`src/rtl/freq_synth_loader_pkg.sv`:
```
// Freq_synth_pkg: types and constants shared by the frequency synthesizer
// loader (bus master) and the Freq_synth slave.
//   - bus command/response encodings and bus widths
//   - Control_reg layout of the synthesizer control register
//   - DRP address/data types and the default DFS M/D register address
//   - loader and transaction-engine state encodings
package Freq_synth_pkg;

  localparam int ADDR_W        = 32;
  localparam int DATA_W        = 32;
  // Address bit that selects the control-register space over the DRP space.
  localparam int REG_SPACE_BIT = 16;

  typedef logic [6:0]  Drp_addr;
  typedef logic [15:0] Drp_data;

  localparam Drp_addr DRP_FX_ADDR_DEFAULT = 7'h50;

  typedef struct packed {
    logic [29:0] dummy;
    logic        sel_fast;
    logic        en_gen_clk;
  } Control_reg;

  typedef enum logic [2:0] {
    MCMD_IDLE = 3'd0,
    MCMD_WR   = 3'd1,
    MCMD_RD   = 3'd2
  } Mcmd_e;

  typedef enum logic [1:0] {
    SRESP_NULL = 2'd0,
    SRESP_DVA  = 2'd1,
    SRESP_ERR  = 2'd3
  } Sresp_e;

  typedef enum logic [1:0] {
    T_IDLE,
    T_CMD,
    T_RESP
  } Txn_state_e;

  typedef enum logic [2:0] {
    S_STARTUP,
    S_WR_DRP,
    S_RD_DRP,
    S_WR_CREG,
    S_DONE,
    S_ERROR
  } Loader_state_e;

  // DFS register holds (M-1) in the upper byte and (D-1) in the lower byte.
  function automatic Drp_data drp_fx_word(input int m, input int d);
    return {8'(m - 1), 8'(d - 1)};
  endfunction

endpackage

```
`src/rtl/bus_if.sv`:
```
// Bus_if: point-to-point command/response bus between an initiator (master)
// and the synthesizer slave port.
//   master drives MCmd, MAddr, MData, MRespAccept
//   slave  drives SCmdAccept, SDataAccept, SResp, SData
interface Bus_if;
  import Freq_synth_pkg::*;

  Mcmd_e             MCmd;
  logic [ADDR_W-1:0] MAddr;
  logic [DATA_W-1:0] MData;
  logic              MRespAccept;
  logic              SCmdAccept;
  logic              SDataAccept;
  Sresp_e            SResp;
  logic [DATA_W-1:0] SData;

  modport master (
    output MCmd, MAddr, MData, MRespAccept,
    input  SCmdAccept, SDataAccept, SResp, SData
  );

  modport slave (
    input  MCmd, MAddr, MData, MRespAccept,
    output SCmdAccept, SDataAccept, SResp, SData
  );

endinterface

```
`src/rtl/freq_synth_loader_bus_master_txn.sv`:
```
// bus_master_txn: single-transaction bus engine.
// A one-cycle start captures cmd/addr/wdata into the registered bus outputs.
// The command is held until SCmdAccept, then MRespAccept is held until
// SResp=DVA. Each phase has its own timeout of TIMEOUT_CYCLES cycles.
// Ports:
//   clk_from_ibufg, resetb_pin (async, active-low)
//   start, cmd, addr, wdata    : transaction request from the sequencer
//   done, rdata, timeout       : completion in the DVA cycle / phase expiry
//   busy                       : registered, a transaction is in flight
//   mcmd, maddr, mdata, mrespaccept : registered bus outputs
//   scmdaccept, sresp, sdata   : bus inputs
module bus_master_txn
  import Freq_synth_pkg::*;
#(
  parameter int TIMEOUT_CYCLES = 256
) (
  input  logic              clk_from_ibufg,
  input  logic              resetb_pin,
  input  logic              start,
  input  Mcmd_e             cmd,
  input  logic [ADDR_W-1:0] addr,
  input  logic [DATA_W-1:0] wdata,
  output logic              done,
  output logic [DATA_W-1:0] rdata,
  output logic              timeout,
  output logic              busy,
  output Mcmd_e             mcmd,
  output logic [ADDR_W-1:0] maddr,
  output logic [DATA_W-1:0] mdata,
  output logic              mrespaccept,
  input  logic              scmdaccept,
  input  Sresp_e            sresp,
  input  logic [DATA_W-1:0] sdata
);

  Txn_state_e        tstate, tstate_next;
  logic [31:0]       cnt, cnt_next;
  Mcmd_e             mcmd_next;
  logic [ADDR_W-1:0] maddr_next;
  logic [DATA_W-1:0] mdata_next;
  logic              racc_next;

  // Read data is only meaningful in the cycle that done is high.
  assign rdata = sdata;

  // All bus outputs are computed here and registered below. The cycle
  // counter restarts at issue and again at accept, so each phase gets its
  // own full timeout budget.
  always_comb begin
    tstate_next = tstate;
    cnt_next    = cnt;
    mcmd_next   = mcmd;
    maddr_next  = maddr;
    mdata_next  = mdata;
    racc_next   = mrespaccept;
    done        = 1'b0;
    timeout     = 1'b0;
    case (tstate)
      T_IDLE: begin
        if (start) begin
          tstate_next = T_CMD;
          mcmd_next   = cmd;
          maddr_next  = addr;
          mdata_next  = wdata;
          cnt_next    = '0;
        end
      end
      T_CMD: begin
        if (scmdaccept) begin
          tstate_next = T_RESP;
          mcmd_next   = MCMD_IDLE;
          racc_next   = 1'b1;
          cnt_next    = '0;
        end else if (cnt == 32'(TIMEOUT_CYCLES - 1)) begin
          timeout     = 1'b1;
          tstate_next = T_IDLE;
          mcmd_next   = MCMD_IDLE;
        end else begin
          cnt_next = cnt + 32'd1;
        end
      end
      T_RESP: begin
        // Anything other than DVA (including NULL) is a wait.
        if (sresp == SRESP_DVA) begin
          done        = 1'b1;
          tstate_next = T_IDLE;
          racc_next   = 1'b0;
        end else if (cnt == 32'(TIMEOUT_CYCLES - 1)) begin
          timeout     = 1'b1;
          tstate_next = T_IDLE;
          racc_next   = 1'b0;
        end else begin
          cnt_next = cnt + 32'd1;
        end
      end
      default: begin
        tstate_next = T_IDLE;
        mcmd_next   = MCMD_IDLE;
        racc_next   = 1'b0;
      end
    endcase
  end

  always_ff @(posedge clk_from_ibufg or negedge resetb_pin) begin
    if (!resetb_pin) begin
      tstate      <= T_IDLE;
      cnt         <= '0;
      mcmd        <= MCMD_IDLE;
      maddr       <= '0;
      mdata       <= '0;
      mrespaccept <= 1'b0;
      busy        <= 1'b0;
    end else begin
      tstate      <= tstate_next;
      cnt         <= cnt_next;
      mcmd        <= mcmd_next;
      maddr       <= maddr_next;
      mdata       <= mdata_next;
      mrespaccept <= racc_next;
      busy        <= (tstate_next != T_IDLE);
    end
  end

endmodule

```
`src/rtl/freq_synth_loader.sv`:
```
// freq_synth_loader: programs the DCM CLKFX M/D DRP register after reset,
// optionally reads it back, then writes the synthesizer control register
// (PLL select + clock enable). Rewrites the control register whenever
// sel_fast changes while programming is complete.
// Ports:
//   clk_from_ibufg, resetb_pin (async, active-low)
//   sel_fast : requested PLL output, level-sensitive (1 = fast)
//   bus      : Bus_if.master initiator port to the synthesizer slave
//   done     : programming complete, generated clock enabled
//   error    : sticky, timeout or read-back mismatch
//   busy     : a bus transaction is in flight
// Build option: FREQ_SYNTH_LOADER_VERIFY_EN adds a DRP read-back check.
module freq_synth_loader
  import Freq_synth_pkg::*;
#(
  parameter int      DCM_M          = 2,
  parameter int      DCM_D          = 5,
  parameter Drp_addr DRP_FX_ADDR    = DRP_FX_ADDR_DEFAULT,
  parameter int      STARTUP_CYCLES = 64,
  parameter int      TIMEOUT_CYCLES = 256
) (
  input  logic  clk_from_ibufg,
  input  logic  resetb_pin,
  input  logic  sel_fast,
  Bus_if.master bus,
  output logic  done,
  output logic  error,
  output logic  busy
);

  localparam Drp_data           DRP_WORD  = drp_fx_word(DCM_M, DCM_D);
  localparam logic [ADDR_W-1:0] DRP_ADDR  = ADDR_W'(DRP_FX_ADDR);
  localparam logic [ADDR_W-1:0] CREG_ADDR = ADDR_W'(1) << REG_SPACE_BIT;

  Loader_state_e     state, next_state;
  logic [31:0]       startup_cnt;
  logic              launched;
  logic              last_sel;
  logic              txn_start;
  Mcmd_e             txn_cmd;
  logic [ADDR_W-1:0] txn_addr;
  logic [DATA_W-1:0] txn_wdata;
  logic              txn_done;
  logic              txn_timeout;
  logic [DATA_W-1:0] txn_rdata;
  Control_reg        ctrl_word;

  // SDataAccept has no role for single-beat writes; read data is only
  // consumed by the optional read-back.
  logic unused_bus_inputs;
  assign unused_bus_inputs = ^{bus.SDataAccept, txn_rdata};

  bus_master_txn #(
    .TIMEOUT_CYCLES(TIMEOUT_CYCLES)
  ) u_txn (
    .clk_from_ibufg(clk_from_ibufg),
    .resetb_pin    (resetb_pin),
    .start         (txn_start),
    .cmd           (txn_cmd),
    .addr          (txn_addr),
    .wdata         (txn_wdata),
    .done          (txn_done),
    .rdata         (txn_rdata),
    .timeout       (txn_timeout),
    .busy          (busy),
    .mcmd          (bus.MCmd),
    .maddr         (bus.MAddr),
    .mdata         (bus.MData),
    .mrespaccept   (bus.MRespAccept),
    .scmdaccept    (bus.SCmdAccept),
    .sresp         (bus.SResp),
    .sdata         (bus.SData)
  );

  // Each bus state launches exactly one transaction on entry (launched
  // blocks a relaunch) and leaves in the cycle the engine reports done or
  // timeout, so the next state's command follows one cycle later.
  always_comb begin
    next_state           = state;
    txn_start            = 1'b0;
    txn_cmd              = MCMD_WR;
    txn_addr             = DRP_ADDR;
    txn_wdata            = DATA_W'(DRP_WORD);
    ctrl_word            = '0;
    ctrl_word.sel_fast   = sel_fast;
    ctrl_word.en_gen_clk = 1'b1;
    case (state)
      S_STARTUP: begin
        if (startup_cnt == 32'(STARTUP_CYCLES - 1)) next_state = S_WR_DRP;
      end
      S_WR_DRP: begin
        txn_start = !launched;
        if (txn_timeout) begin
          next_state = S_ERROR;
        end else if (txn_done) begin
`ifdef FREQ_SYNTH_LOADER_VERIFY_EN
          next_state = S_RD_DRP;
`else
          next_state = S_WR_CREG;
`endif
        end
      end
      S_RD_DRP: begin
        txn_cmd   = MCMD_RD;
        txn_start = !launched;
        if (txn_timeout) begin
          next_state = S_ERROR;
        end else if (txn_done) begin
`ifdef FREQ_SYNTH_LOADER_VERIFY_EN
          next_state = (txn_rdata[15:0] == DRP_WORD) ? S_WR_CREG : S_ERROR;
`else
          next_state = S_WR_CREG;
`endif
        end
      end
      S_WR_CREG: begin
        txn_addr  = CREG_ADDR;
        txn_wdata = ctrl_word;
        txn_start = !launched;
        if (txn_timeout)   next_state = S_ERROR;
        else if (txn_done) next_state = S_DONE;
      end
      S_DONE: begin
        // Also catches a toggle that happened while the write was in flight.
        if (sel_fast != last_sel) next_state = S_WR_CREG;
      end
      S_ERROR: begin
        next_state = S_ERROR;
      end
      default: begin
        next_state = S_ERROR;
      end
    endcase
  end

  // last_sel records the select value actually issued in the control write.
  always_ff @(posedge clk_from_ibufg or negedge resetb_pin) begin
    if (!resetb_pin) begin
      state       <= S_STARTUP;
      startup_cnt <= '0;
      launched    <= 1'b0;
      last_sel    <= 1'b0;
      done        <= 1'b0;
      error       <= 1'b0;
    end else begin
      state <= next_state;
      if (state == S_STARTUP) startup_cnt <= startup_cnt + 32'd1;
      launched <= (next_state == state) && (launched || txn_start);
      if (txn_start && (state == S_WR_CREG)) last_sel <= sel_fast;
      done  <= (next_state == S_DONE);
      error <= error || (next_state == S_ERROR);
    end
  end

endmodule

```
`src/flat_wrapper.sv`:
```
// flat-port wrapper written by rule: the top's interface ports become plain ports
module freq_synth_loader_flat import Freq_synth_pkg::*;
#(
  parameter int      DCM_M          = 2,
  parameter int      DCM_D          = 5,
  parameter Drp_addr DRP_FX_ADDR    = DRP_FX_ADDR_DEFAULT,
  parameter int      STARTUP_CYCLES = 64,
  parameter int      TIMEOUT_CYCLES = 256
)
  (clk_from_ibufg, resetb_pin, sel_fast, done, error, busy, bus_MCmd, bus_MAddr, bus_MData, bus_MRespAccept, bus_SCmdAccept, bus_SDataAccept, bus_SResp, bus_SData);
  Bus_if bus_i ();
  input  logic clk_from_ibufg;
  input  logic resetb_pin;
  input  logic sel_fast;
  output logic done;
  output logic error;
  output logic busy;
  output wire logic [$bits(bus_i.MCmd)-1:0] bus_MCmd;
  output wire logic [$bits(bus_i.MAddr)-1:0] bus_MAddr;
  output wire logic [$bits(bus_i.MData)-1:0] bus_MData;
  output wire logic [$bits(bus_i.MRespAccept)-1:0] bus_MRespAccept;
  input wire logic [$bits(bus_i.SCmdAccept)-1:0] bus_SCmdAccept;
  input wire logic [$bits(bus_i.SDataAccept)-1:0] bus_SDataAccept;
  input wire logic [$bits(bus_i.SResp)-1:0] bus_SResp;
  input wire logic [$bits(bus_i.SData)-1:0] bus_SData;
  assign bus_MCmd = bus_i.MCmd;
  assign bus_MAddr = bus_i.MAddr;
  assign bus_MData = bus_i.MData;
  assign bus_MRespAccept = bus_i.MRespAccept;
  assign bus_i.SCmdAccept = bus_SCmdAccept;
  assign bus_i.SDataAccept = bus_SDataAccept;
  assign bus_i.SResp = bus_SResp;
  assign bus_i.SData = bus_SData;
  freq_synth_loader #(.DCM_M(DCM_M), .DCM_D(DCM_D), .DRP_FX_ADDR(DRP_FX_ADDR), .STARTUP_CYCLES(STARTUP_CYCLES), .TIMEOUT_CYCLES(TIMEOUT_CYCLES)) u_core (.clk_from_ibufg(clk_from_ibufg), .resetb_pin(resetb_pin), .sel_fast(sel_fast), .bus(bus_i), .done(done), .error(error), .busy(busy));
endmodule
```
`config.mk`:
```
export PLATFORM = sky130hd
export DESIGN_NAME = freq_synth_loader_flat
export DESIGN_NICKNAME = d
export VERILOG_FILES = /design/src/rtl/freq_synth_loader_pkg.sv /design/src/rtl/bus_if.sv /design/src/rtl/freq_synth_loader_bus_master_txn.sv /design/src/rtl/freq_synth_loader.sv /design/src/flat_wrapper.sv
export SDC_FILE = /design/constraint.sdc
export NUM_CORES = 1
export LEC_CHECK = 0
export ABC_AREA = 0
export CORE_ASPECT_RATIO = 0.8
export CORE_UTILIZATION = 52
export CTS_BUF_LIST = sky130_fd_sc_hd__clkbuf_4 sky130_fd_sc_hd__clkbuf_8
export CTS_CLUSTER_SIZE = 12
export DETAILED_ROUTE_END_ITERATION = 10
export PLACE_DENSITY = 0.78
export SYNTH_ARGS = -nofsm -noshare
export SYNTH_HDL_FRONTEND = slang
export SYNTH_HIERARCHICAL = 1
export SYNTH_SLANG_ARGS = --single-unit
```
`constraint.sdc`:
```
create_clock -name clk_from_ibufg -period 3.4 [get_ports clk_from_ibufg]
set_input_delay 0.68 -clock clk_from_ibufg [delete_from_list [all_inputs] [get_ports clk_from_ibufg]]
set_output_delay 0.68 -clock clk_from_ibufg [all_outputs]
set_load 0.1 [all_outputs]
```
==> results of run 1 <==
## routing by layer
layer | global-route usage | part of all wire
met3 | 0.0872 | 0.075
met4 | 0.0814 | 0.010
met5 | 0 | 0
met1 | 0.297 | 0.45
met2 | 0.362 | 0.46
## cell type report
cell class	instances	share of cell area
sequential	142	0.443
tap	171	0.0267
multi-input combinational	436	0.383
clock inverter	10	0.0115
inverter	19	0.00888
timing repair buffer	85	0.0949
clock buffer	19	0.0326
## flip-flops by register name, summed over array words and instances (netlist names), 2 cells and up
signal	flops
u_core/u_txn/cnt	32
u_core/u_txn/mdata	32
u_core/u_txn/tstate	2
u_core/state	3
u_core/startup_cnt	32
u_core/u_txn/mcmd	3
u_core/u_txn/maddr	32
## power breakdown
group | switching (uW) | leakage [uW] | internal, uW
sequential | 18.7 | 0.00182 | 1720
combinational | 330 | 0.00166 | 84.6
clock | 614 | 0.000172 | 602
## metrics by stage
step | setup WS, ns | hold slack (ns) | util
3_5_place_dp | 0.480 | 0.482 | 0.624
6_report | 0.600 | 0.238 | 0.653
5_1_grt | 0.355 | 0.263 | 0.653
4_1_cts | 0.608 | 0.234 | 0.653
2_1_floorplan | 0.862 | 0.384 | -
3_3_place_gp | 0.482 | 0.457 | 0.624
## placed cells by master, fill, tap and decap left out, types with 2 or more instances in the layout
cell	n
or3_1	8
mux2_2	66
nand3_1	32
buf_4	40
o2111ai_1	2
clkinvlp_4	4
clkdlybuf4s50_1	43
ha_1	6
and2_1	7
nand2_1	25
clkinv_2	3
nand4_1	14
nor4_4	2
clkbuf_8	19
xor2_1	15
o211ai_1	5
a21oi_1	25
or4_1	15
o31ai_1	11
nor3_4	2
inv_1	19
a211o_1	3
nand3_4	2
a21o_1	3
nor4_1	13
nor3_1	5
a211oi_1	4
and3_1	10
xnor2_1	25
and4_1	8
o21bai_1	2
conb_1	58
o21ai_0	14
nor2_1	26
nand2b_1	3
dfrtp_1	142
nand4_2	2
## worst paths after layout
path,startpoint,endpoint,slack [ns],cells after the start
min in group clk_from_ibufg,u_core/startup_cnt[4],u_core/startup_cnt[4],0.48,1
worst max-delay path,u_core/state[1],u_core/u_txn/cnt[28],0.60,8
max in group asynchronous,resetb_pin,u_core/u_txn/mdata[5],2.37,2
worst min-delay path,resetb_pin,u_core/u_txn/cnt[11],0.24,1
worst min register to register,u_core/startup_cnt[4],u_core/startup_cnt[4],0.48,1
worst max register to register,u_core/state[1],u_core/u_txn/cnt[28],0.60,8
## worst register-to-register path, stage by stage (launching register included)
cell,delay [ns]
dfrtp_1,0.55
nor2_1,0.13
nor3_1,0.20
buf_4,0.18
and2b_4,0.23
nor4_4,0.38
nand3_2,0.29
or4_1,0.60
a21oi_1,0.16
==> results.toml, run 1 <==
[detailed_routing]
first_pass_iters = 5
ant_nets = 0
drc = 0
via_count = 4794
wl_um = 13800
drt_iter0_drc = 354
wl_per_cell_um = 15.6
via_per_inst = 5.44

[synth]
netlist_area_mm2 = 0.00661
synth_cells = 564
yosysWarnings = 6
syn_area_per_cell_um2 = 11.7

[place]
portBuffers = 76
routabilityCongestion = 0.805
hpwl_um = 9650
dp.cells = 853
placed_area_mm2 = 0.00767

[grt]
grt-ovfl-total = 0
grt_pass1_vias = 4833
grt_use_total = 0.231
grt_max_degree = 67
grt_pass1_wl_um = 23300
antenna_found_initial = 0

[floorplan]
initial_utilization = 0.537
die-area_mm2 = 0.0132
ios = 110
die_y_um = 103
die_w_um = 128
row_count = 36
coreArea_mm2 = 0.0123

[timing]
rsz0062_at_grt = "false"
period_share = 0.824
maxSlewHeadroom = 0.328
tns_ns = 0
tightest_slew_ns = 1.00
slew_violations = 0
setup_violations = 0
fin_skew_ns = 0.0148
fin_crit_ns = 2.80
hold_viol_final = 0
max_freq_mhz = 357

[worst_setup_path]
path_cells = "nor2_1, nor3_1, buf_4, and2b_4, nor4_4, nand3_2, or4_1, a21oi_1"
path_buf_inv = 1
critPathKind = "reg2reg"
crit_path_max_fanout = 13
crit_family = "simple AND/OR/NAND/NOR gates"
crit_path_top_delay_cell = "or4_1"
endpoint_kind = "flip-flop"
crit_required_ns = 3.76
cp.arrival_ns = 3.16
critPathLaunchType = "flip-flop"
slowest_delay_ns = 0.60

[cells_and_area]
fin_area_mm2 = 0.00803
area_growth_pct = 21.5
regArea_mm2 = 0.00355
diodes = 0
fin_cells = 882
drive_above_1_share = 0.218
multi_input_area_mm2 = 0.00307
nNetsFinal = 746
nFillCells = 926

[clock_tree]
numCtsBuffers = 17
postCtsSetupBuffers = 0
cts_hold_buffers = 0
path_clk_slew_ns = 0.08
cts_tree = "done"
htree_levels = 4
cts_sinks = 142
cts.repair.resized = 0
clk_latency_ns = 0.44
cts-root-buf = "clkbuf_8"
cts_buffer_depth = 2

[power]
totalPowerFinal_uw = 3370
vdd_ir_drop_max_mv = 0.292
p_leak_uw = 0.00365
powerDensity_mw_per_mm2 = 420

[worst_hold_path]
hold_class = "in2async"

[flow_run]
maxCapViolations = 0

[status]
status = "complete, no violations"
No activity file was read; power rests on OpenSTA's default activity.
==> run 2: changes to the inputs <==
- clock period: 3.4 -> 2.81 ns (I/O delays scaled with it)
==> results.toml, run 2 (synthesis results as in run 1) <==
[clock_tree]
cts-root-buf = "clkbuf_8"
cts_sinks = 142
htree_levels = 4
clk_latency_ns = 0.45
cts_hold_buffers = 0
cts.repair.resized = 0
postCtsSetupBuffers = 0
cts_buffer_depth = 2
path_clk_slew_ns = 0.08
numCtsBuffers = 17
cts_tree = "done"

[worst_setup_path]
crit_end = "u_core/u_txn/cnt[28]"
crit_path_start = "u_core/u_txn/tstate[0]"
critPathLaunchType = "flip-flop"
crit_path_max_fanout = 13
endpoint_kind = "flip-flop"
critPathKind = "reg2reg"
ff2ff_setup_slack_ns = 0.21
r2r-end = "u_core/u_txn/cnt[28]"
cp.arrival_ns = 2.98
r2r_start = "u_core/u_txn/tstate[0]"
crit_required_ns = 3.18
worstRegToRegCells = 7

[flow_run]
maxCapViolations = 0

[grt]
grt_max_degree = 73
antenna_found_initial = 0
grt_pass1_wl_um = 23100
grt-ovfl-total = 0
grt_use_total = 0.230
grt_pass1_vias = 4811

[place]
dp.cells = 859
hpwl_um = 9790
routabilityCongestion = 0.819
portBuffers = 76

[detailed_routing]
wl_um = 14000
first_pass_iters = 5
wl_per_cell_um = 15.7
via_per_inst = 5.46
via_count = 4869
drt_iter0_drc = 526
ant_nets = 0
drc = 0

[cells_and_area]
layout_common_cells = "dfrtp_1, buf_4, mux2_2"
diodes = 0
drive_above_1_share = 0.283
mostFrequentLayoutCell = "dfrtp_1"
nNetsFinal = 752
fin_cells = 891
area_growth_pct = 21.5

[timing]
tightest_slew_ns = 0.756
period_share = 0.926
rsz0062_at_grt = "false"
setup_violations = 0
fin_crit_ns = 2.60
max_freq_mhz = 384
fin_skew_ns = 0.0130
hold_viol_final = 0
slew_violations = 0
maxSlewHeadroom = 0.491
tns_ns = 0

[status]
status = "complete, no violations"

[floorplan]
coreArea_mm2 = 0.0123
die-area_mm2 = 0.0132
ios = 110
die_y_um = 103
die_w_um = 128
row_count = 36
initial_utilization = 0.537

[power]
switchingPower_uw = 1260
p_leak_uw = 0.00375
switching_share = 0.303
vdd_ir_drop_max_mv = 0.433
powerDensity_mw_per_mm2 = 518
p_int_uw = 2900
p_seq_frac = 0.506
clkPwrFrac = 0.375
power_frac_comb = 0.119

[worst_hold_path]
hold_class = "in2async"
[run 2: cell count changes in the layout (fill, tap and decap cells not counted), moves of 2 or more]
cell	delta
buf_12	+2
buf_4	+43
clkbuf_8	-2
clkdlybuf4s50_1	-39
clkinvlp_4	-2
inv_6	+4
[run 2: per-layer routing]
layer / vias up / routed length [um] / global-route usage
li1: 2290 / - / -
met1: 2422 / 6380 / 0.301
met2: 136 / 6480 / 0.351
met3: 21 / 873 / 0.0794
met4: 0 / 253 / 0.0986
met5: - / 0 / 0
[run 2: worst min-delay path by stage]
stage / start / end / slack [ns]
after floorplan: resetb_pin / u_core/done / 0.27
after global placement: u_core/startup_cnt[4] / u_core/startup_cnt[4] / 0.45
after detailed placement: u_core/startup_cnt[4] / u_core/startup_cnt[4] / 0.47
after CTS: resetb_pin / u_core/u_txn/cnt[20] / 0.14
after global routing: resetb_pin / u_core/u_txn/mrespaccept / 0.16
final: resetb_pin / u_core/u_txn/mrespaccept / 0.11
[run 2: critical path: stages (launching register included)]
cell and delay [ns]:
dfrtp_1 0.42, inv_1 0.09, ha_1 0.36, and2b_4 0.28
nor4_4 0.47, nand3_4 0.23, or4_1 0.54, a21oi_1 0.15
[run 2: area by class of cell]
class | instances | area (um2)
fillers | 927 | 4260
flip-flops and latches | 142 | 3550
multi-input cells | 436 | 3090
repair buffers | 91 | 734
clock buffers | 18 | 241
well taps | 171 | 214
clock inverters | 14 | 133
inverters | 19 | 71.3
[run 2: through the flow]
stage	instance area, um2	utilization	setup slack (ns)	hold slack, ns	total power (uW)
6_report	8030	0.653	0.208	0.112	4160
5_1_grt	8030	0.653	0.0242	0.158	4320
4_1_cts	8020	0.652	0.189	0.136	4210
3_5_place_dp	7650	0.622	0.0656	0.467	2640
3_3_place_gp	7650	0.622	0.123	0.454	2640
2_1_floorplan	6820	-	0.272	0.266	2500
[run 2: power by group through the flow]
stage	clock, uW	sequential [uW]	combinational (uW)
2_1_floorplan	0	2450	45.5
3_3_place_gp	0	2140	493
3_5_place_dp	0	2150	497
4_1_cts	1600	2110	497
5_1_grt	1690	2110	518
6_report	1560	2110	495
==> run 3: changes to the inputs <==
- CORE_MARGIN: unset -> 2
==> results.toml, run 3 (synthesis results as in run 1) <==
[status]
status = "complete, no violations"

[clock_tree]
cts-root-buf = "clkbuf_8"
postCtsSetupBuffers = 0
numCtsBuffers = 17
cts_sinks = 142
cts_tree = "done"
clk_latency_ns = 0.45
cts_buffer_depth = 2
path_clk_slew_ns = 0.09
cts.repair.resized = 0
htree_levels = 4
cts_hold_buffers = 0

[timing]
tightest_slew_ns = 0.731
setup_violations = 0
fin_skew_ns = 0.0116
hold_viol_final = 0
fin_crit_ns = 2.56
tns_ns = 0
holdWs_ns = 0.115
maxSlewHeadroom = 0.511
slew_violations = 0
max_freq_mhz = 391
rsz0062_at_grt = "false"
period_share = 0.911

[cells_and_area]
area_growth_pct = 22.0
regArea_mm2 = 0.00355
mostFrequentLayoutCell = "dfrtp_1"
multi_input_area_mm2 = 0.00307
nNetsFinal = 751
nFillCells = 944
drive_above_1_share = 0.281
utilization = 0.656
layout_common_cells = "dfrtp_1, buf_4, mux2_2"
diodes = 0

[worst_setup_path]
crit_family = "simple AND/OR/NAND/NOR gates"
crit_path_start = "u_core/u_txn/tstate[1]"
critPathKind = "reg2reg"
worstRegToRegCells = 7
cp.arrival_ns = 2.95
crit_path_max_fanout = 6
r2r_start = "u_core/u_txn/tstate[1]"
endpoint_kind = "flip-flop"
r2r-end = "u_core/u_txn/cnt[22]"
slowest_delay_ns = 0.52
critPathLaunchType = "flip-flop"
crit_required_ns = 3.20
path_buf_inv = 1
ff2ff_setup_slack_ns = 0.25
path_cells = "inv_1, ha_1, nor2b_1, o21ai_0, and2_1, or4_1, nand2_1"
crit_path_top_delay_cell = "or4_1"

[floorplan]
ios = 110
die-area_mm2 = 0.0136
die_y_um = 105
row_count = 36
initial_utilization = 0.537
coreArea_mm2 = 0.0123
die_w_um = 130

[grt]
grt_max_degree = 70
grt-ovfl-total = 0
grt_pass1_wl_um = 23800
antenna_found_initial = 0
grt_pass1_vias = 5033
grt_use_total = 0.220

[detailed_routing]
via_per_inst = 5.47
drt_iter0_drc = 342
wl_um = 14300
drc = 0
ant_nets = 0
first_pass_iters = 5
via_count = 4868
wl_per_cell_um = 16.0

[place]
hpwl_um = 9970
routabilityCongestion = 0.844
portBuffers = 76

[worst_hold_path]
hold_class = "in2async"

[flow_run]
maxCapViolations = 0

[power]
p_leak_uw = 0.00377
vdd_ir_drop_max_mv = 0.357
powerDensity_mw_per_mm2 = 539
totalPowerFinal_uw = 4340
run 3: changes by cell type in the layout (fill, tap and decap cells not counted), sizes merged:
| cell | previous run | this run |
|---|---|---|
| buf | 87 | 86 |
| bufinv | 1 | 3 |
| inv | 25 | 24 |
| clkinvlp | 2 | 1 |
run 3: final cells by class:
class,instances,share of cell area
flip-flops and latches,142,0.441
multi-input cells,436,0.381
repair buffers,90,0.0901
clock buffers,18,0.0307
well taps,171,0.0265
clock inverters,14,0.0222
inverters,19,0.00884
run 3: power by group:
part	internal [uW]	switching (uW)	total [uW]
Sequential	2080	22.7	2110
Combinational	93.7	399	493
Clock	919	826	1750
Total	3100	1250	4340
run 3: worst max-delay path by stage:
| stage | end | cells after the start |
|---|---|---|
| 3_5_place_dp | u_core/u_txn/cnt[11] | 5 |
| 6_report | u_core/u_txn/cnt[22] | 7 |
| 4_1_cts | u_core/u_txn/cnt[11] | 6 |
| 3_3_place_gp | u_core/u_txn/cnt[28] | 6 |
| 5_1_grt | u_core/u_txn/cnt[19] | 7 |
| 2_1_floorplan | u_core/u_txn/cnt[24] | 9 |
run 3: routing by layer:
| layer | up-vias | track usage | wire [um] |
|---|---|---|---|
| met3 | 25 | 0.0727 | 926 |
| li1 | 2291 | - | - |
| met5 | - | 0 | 0 |
| met4 | 0 | 0.0822 | 244 |
| met2 | 156 | 0.360 | 7060 |
| met1 | 2396 | 0.272 | 6020 |
run 3: through the flow:
step           cell area (um2)  std cells  worst slack, ns
6_report                  8070        890            0.250
5_1_grt                   8070        890            0.119
4_1_cts                   8070        890            0.305
3_5_place_dp              7640        858           0.0982
3_3_place_gp              7640        858            0.203
2_1_floorplan             6820        621            0.272
